File: src/rtl/fft8_ctrl.sv
// Sequencer for an 8-point radix-2 DIT FFT: issues 3 stages x 4 butterflies over an
// in-place sample RAM and emits the matching write-back delayed by the butterfly latency.
module fft8_ctrl #(
  parameter int unsigned BF_LAT = 1
) (
  input  logic       i_clk,
  input  logic       i_rst,
  input  logic       i_go,
  output logic       o_busy,
  output logic       o_done,
  output logic [1:0] o_stage,
  output logic [2:0] o_rd_addr_a,
  output logic [2:0] o_rd_addr_b,
  output logic [1:0] o_tw_idx,
  output logic       o_bf_start,
  output logic       o_wr_en,
  output logic [2:0] o_wr_addr_a,
  output logic [2:0] o_wr_addr_b
);

  localparam int unsigned CntW = (BF_LAT > 1) ? $clog2(BF_LAT) : 1;
  localparam logic [CntW-1:0] DrainLast = CntW'(BF_LAT - 1);

  typedef enum logic [1:0] {StIdle, StIssue, StDrain, StDone} state_e;

  state_e          r_state;
  logic [1:0]      r_stage;
  logic [1:0]      r_k;
  logic [CntW-1:0] r_drain;
  logic            r_busy;
  logic            r_done;
  logic            r_bf_start;
  logic [2:0]      r_rd_a;
  logic [2:0]      r_rd_b;
  logic [1:0]      r_tw;
  logic [6:0]      r_wb_pipe [BF_LAT];

  logic [1:0] w_iss_stage;
  logic [1:0] w_iss_k;
  logic [2:0] w_a;
  logic [2:0] w_b;
  logic [1:0] w_tw;

  // Stage/butterfly pair that would be issued on the next cycle if the FSM issues.
  always_comb begin
    w_iss_stage = r_stage;
    w_iss_k     = r_k + 2'd1;
    case (r_state)
      StIdle: begin
        w_iss_stage = 2'd0;
        w_iss_k     = 2'd0;
      end
      StDrain: begin
        w_iss_stage = r_stage + 2'd1;
        w_iss_k     = 2'd0;
      end
      default: ;
    endcase
  end

  // a = grp*2*span + j, b = a + span, tw = j << (2-s), unrolled per stage.
  always_comb begin
    w_a  = 3'd0;
    w_b  = 3'd0;
    w_tw = 2'd0;
    case (w_iss_stage)
      2'd0: begin
        w_a = {w_iss_k, 1'b0};
        w_b = {w_iss_k, 1'b1};
      end
      2'd1: begin
        w_a  = {w_iss_k[1], 1'b0, w_iss_k[0]};
        w_b  = {w_iss_k[1], 1'b1, w_iss_k[0]};
        w_tw = {w_iss_k[0], 1'b0};
      end
      default: begin
        w_a  = {1'b0, w_iss_k};
        w_b  = {1'b1, w_iss_k};
        w_tw = w_iss_k;
      end
    endcase
  end

  always_ff @(posedge i_clk) begin
    if (i_rst) begin
      r_state    <= StIdle;
      r_stage    <= 2'd0;
      r_k        <= 2'd0;
      r_drain    <= '0;
      r_busy     <= 1'b0;
      r_done     <= 1'b0;
      r_bf_start <= 1'b0;
      r_rd_a     <= 3'd0;
      r_rd_b     <= 3'd0;
      r_tw       <= 2'd0;
    end else begin
      case (r_state)
        StIdle: begin
          if (i_go) begin
            r_state    <= StIssue;
            r_stage    <= 2'd0;
            r_k        <= 2'd0;
            r_busy     <= 1'b1;
            r_bf_start <= 1'b1;
            r_rd_a     <= w_a;
            r_rd_b     <= w_b;
            r_tw       <= w_tw;
          end
        end
        StIssue: begin
          if (r_k == 2'd3) begin
            r_state    <= StDrain;
            r_drain    <= '0;
            r_bf_start <= 1'b0;
            r_rd_a     <= 3'd0;
            r_rd_b     <= 3'd0;
            r_tw       <= 2'd0;
          end else begin
            r_k    <= r_k + 2'd1;
            r_rd_a <= w_a;
            r_rd_b <= w_b;
            r_tw   <= w_tw;
          end
        end
        StDrain: begin
          if (r_drain == DrainLast) begin
            if (r_stage != 2'd2) begin
              r_state    <= StIssue;
              r_stage    <= w_iss_stage;
              r_k        <= 2'd0;
              r_bf_start <= 1'b1;
              r_rd_a     <= w_a;
              r_rd_b     <= w_b;
              r_tw       <= w_tw;
            end else begin
              r_state <= StDone;
              r_busy  <= 1'b0;
              r_done  <= 1'b1;
            end
          end else begin
            r_drain <= r_drain + 1'b1;
          end
        end
        StDone: begin
          r_state <= StIdle;
          r_done  <= 1'b0;
          r_stage <= 2'd0;
        end
        default: r_state <= StIdle;
      endcase
    end
  end

  // Write-back shift pipeline: {start, a, b} delayed by exactly BF_LAT cycles.
  always_ff @(posedge i_clk) begin
    if (i_rst) begin
      for (int i = 0; i < int'(BF_LAT); i++) begin
        r_wb_pipe[i] <= 7'd0;
      end
    end else begin
      r_wb_pipe[0] <= {r_bf_start, r_rd_a, r_rd_b};
      for (int i = 1; i < int'(BF_LAT); i++) begin
        r_wb_pipe[i] <= r_wb_pipe[i-1];
      end
    end
  end

  assign o_busy      = r_busy;
  assign o_done      = r_done;
  assign o_stage     = r_stage;
  assign o_rd_addr_a = r_rd_a;
  assign o_rd_addr_b = r_rd_b;
  assign o_tw_idx    = r_tw;
  assign o_bf_start  = r_bf_start;
  assign o_wr_en     = r_wb_pipe[BF_LAT-1][6];
  assign o_wr_addr_a = r_wb_pipe[BF_LAT-1][5:3];
  assign o_wr_addr_b = r_wb_pipe[BF_LAT-1][2:0];

endmodule

File: config.mk
export PLATFORM = sky130hd
export DESIGN_NAME = fft8_ctrl
export DESIGN_NICKNAME = d
export VERILOG_FILES = /design/src/rtl/fft8_ctrl.sv
export SDC_FILE = /design/constraint.sdc
export NUM_CORES = 1
export LEC_CHECK = 0
export BUFFER_PORTS_ARGS = -buffer_cell sky130_fd_sc_hd__buf_2
export CORE_MARGIN = 8
export CORE_UTILIZATION = 55
export DETAILED_ROUTE_END_ITERATION = 16
export HOLD_SLACK_MARGIN = 0.02
export PLACE_DENSITY_LB_ADDON = 0.12
export SETUP_SLACK_MARGIN = 0.3
export SYNTH_ARGS = -nofsm -noshare
export SYNTH_HDL_FRONTEND = slang
export SYNTH_SLANG_ARGS = --single-unit
File: constraint.sdc
create_clock -name i_clk -period 2.5 [get_ports i_clk]
set_clock_uncertainty 0.15 [all_clocks]
set_input_delay 0.25 -clock i_clk [delete_from_list [all_inputs] [get_ports i_clk]]
set_output_delay 0.25 -clock i_clk [all_outputs]
set_load 0.02 [all_outputs]
==> impl_metrics.csv <==
group,metric,value,unit
synth,synth_ff_type,"dfxtp_1",
clock_tree,cts_buffers,3,
finish,multi_input_area,500,sq um
synth,yosysTopAreaCell,"dfxtp_1",
floorplanning,num_rows,15,
floorplanning,fp.dieW,59.4,microns
finish,layout.nets,136,
placement,io_buffers,22,
clock_tree,htree_levels,1,
pwr,ir_drop,0.390,mV
synth,synth_cells,111,
clock_tree,cts_setup_buffers,0,
finish,diodes,0,
synth,yosys-top-cells-count,"dfxtp_1 (24), nor2_1 (12), a21oi_1 (9), nor2b_1 (9), nand2_1 (7)",
synth,syn_nets,116,
route,ant_nets,0,
floorplanning,ios,23,
worst_hold_path,min_from,"i_go",
synth,synth_cell_types,35,
timing,fmax,0.540,GHz
global_routing,grt_overflow_total,0,
route,dr.pass1.iters,4,
clock_tree,cts_tree,"built",
clock_tree,numClockSinks,24,
global_routing,grt_max_degree,23,
floorplanning,start_util,0.592,
pwr,p_leak,0.000491,uW
route,drc,0,
placement,gp_congestion,0.872,
timing,period_share,0.741,
finish,areaGrowthSynthToFinish,15.1,%
clock_tree,cts_resized,0,
timing,finalHoldViolCount,0,
worst_setup_path,crit_fanout,10,
worst_hold_path,hold_path.class,"input pin to flip-flop",
finish,post-route-util,0.682,
timing,slew_headroom,0.663,
synth,syn_avg_cell_area,9.31,sq um
global_routing,antenna_found_initial,0,
synth,syn_area,1030,sq um
synth,ys_ff_latch,24,
clock_tree,root_buffer,"clkbuf_4",
floorplanning,core,1750,sq um
status,status,"finished clean",
clock_tree,clk_pin_slew,0.13,ns
route,drt_iter0_drc,50,
worst_setup_path,worst_setup_path_end_kind,"flip-flop",
floorplanning,die_y,59.4,microns
finish,drive_above_1_share,0.254,
synth,synth_top_area_frac,0.465,
timing,worst_slew_pin_slew,0.505,ns
synth,synthArstFlopShare,0,
job,cap_violations,0,
synth,synthTopCellsByArea,"dfxtp_1 (46%), nor2b_1 (5.4%), a21oi_1 (4.4%)",
worst_setup_path,r2r_start,"o_stage[0]",
route,wl_per_cell,13.5,microns
floorplanning,dieArea,3520,sq um
worst_setup_path,reg2reg_slack,0.65,ns
timing,rsz0062_at_grt,"no",
placement,hpwlAfterDp,1.52,mm
timing,setup_viol_count_final,0,
worst_setup_path,setup.worst_path.start,"o_stage[0]",
timing,period_minus_slack,1.85,ns
synth,yosysMostFrequentCell,"dfxtp_1",
finish,fillers,159,
timing,setup_tns,0,ns
route,vias_per_cell,5.37,
clock_tree,cts_hold_buf,0,
clock_tree,cts_max_path_buffers,2,
synth,yosysWarnings,0,
timing,slew_viol_final,0,
global_routing,grt_pass1_wl,3.36,mm
finish,ff_latch_area,480,sq um
worst_setup_path,path_class,"flip-flop to flip-flop",
synth,ys_seq_area_frac,0.465,
global_routing,grt_pass1_vias,726,
worst_setup_path,worstPathArrival,1.95,ns
pwr,power.density,649,nW/um^2
worst_setup_path,start_kind,"flip-flop",
synth,synth-edff-count,0,
clock_tree,clock_latency,0.31,ns
global_routing,grt_usage,0.122,
worst_setup_path,crit_required,2.60,ns
route,vias,833,
route,drt_wl_total,2.09,mm
[layer usage]
metal | routed length [microns] | GRT usage
met1 | 913 | 0.150
met2 | 993 | 0.186
met3 | 174 | 0.0434
met4 | 12 | 0.0512
met5 | 0 | 0
[final timing paths]
kind                endpoint  cells past startpoint
max           o_rd_addr_b[2]                      6
min               r_state[0]                      3
max reg2reg   o_rd_addr_b[2]                      6
min reg2reg  r_wb_pipe[0][5]                      1
[through the flow]
stage	area, sq um	std cells	total power [uW]	hold slack, ns	setup WS [ns]
CTS	1190	155	779	0.154	0.655
global placement	1140	151	503	0.312	0.752
global route	1190	155	811	0.145	0.511
finish	1190	155	772	0.151	0.648
floorplan	1030	111	481	0.184	0.691
detailed placement	1140	151	504	0.320	0.679
[registers in the layout, summed over array words and instances, names as in the netlist]
register and flops:
o_stage 2, o_done 1, o_busy 1, o_bf_start 1, r_k 2, o_tw_idx 2, r_state 2, r_wb_pipe 7
o_rd_addr_a 3, o_rd_addr_b 3
[placed cells by master, fill, tap and decap left out, types with 2 or more instances in the layout]
| cell | Yosys | final |
|---|---|---|
| dfxtp_1 | 24 | 24 |
| buf_2 | 3 | 22 |
| nor2_1 | 12 | 12 |
| a21oi_1 | 9 | 9 |
| nor2b_1 | 9 | 9 |
| nand2_1 | 7 | 7 |
| o21ai_0 | 6 | 6 |
| inv_1 | 4 | 4 |
| a22oi_1 | 4 | 4 |
| o2bb2ai_1 | 3 | 3 |
| clkbuf_4 | 0 | 3 |
| nand2b_1 | 2 | 2 |
| a32oi_1 | 2 | 2 |
| o21bai_1 | 2 | 2 |
| ha_1 | 2 | 2 |
[kinds of logic after synthesis]
kind of cell | share of synthesized area
flops | 0.465
xor+xnor | 0.00848
simple gates | 0.196
buf+inv | 0.0508
compound gates | 0.255
fa+ha+maj | 0.0242
[report_power, final]
| group | internal, uW | switching (uW) | total (uW) |
|---|---|---|---|
| clock network | 162 | 115 | 277 |
| registers | 397 | 13.5 | 411 |
| logic | 34.1 | 50.6 | 84.6 |
| total | 593 | 179 | 772 |
[worst max-delay path, stage by stage, from the launching register on]
cell       delay (ns)
dfxtp_1          0.53
inv_1            0.11
ha_1             0.30
nand2b_1         0.17
a21oi_1          0.23
o21bai_1         0.14
o2bb2ai_1        0.16
[area by class of cell]
class / instances / area share
Timing Repair Buffer: 22 / 0.0925
Sequential cell: 24 / 0.404
Inverter: 4 / 0.0126
Clock inverter: 1 / 0.0252
Multi-Input combinational cell: 76 / 0.421
Tap cell: 25 / 0.0263
Clock buffer: 3 / 0.0189
Power figures use the tool's default switching activity.
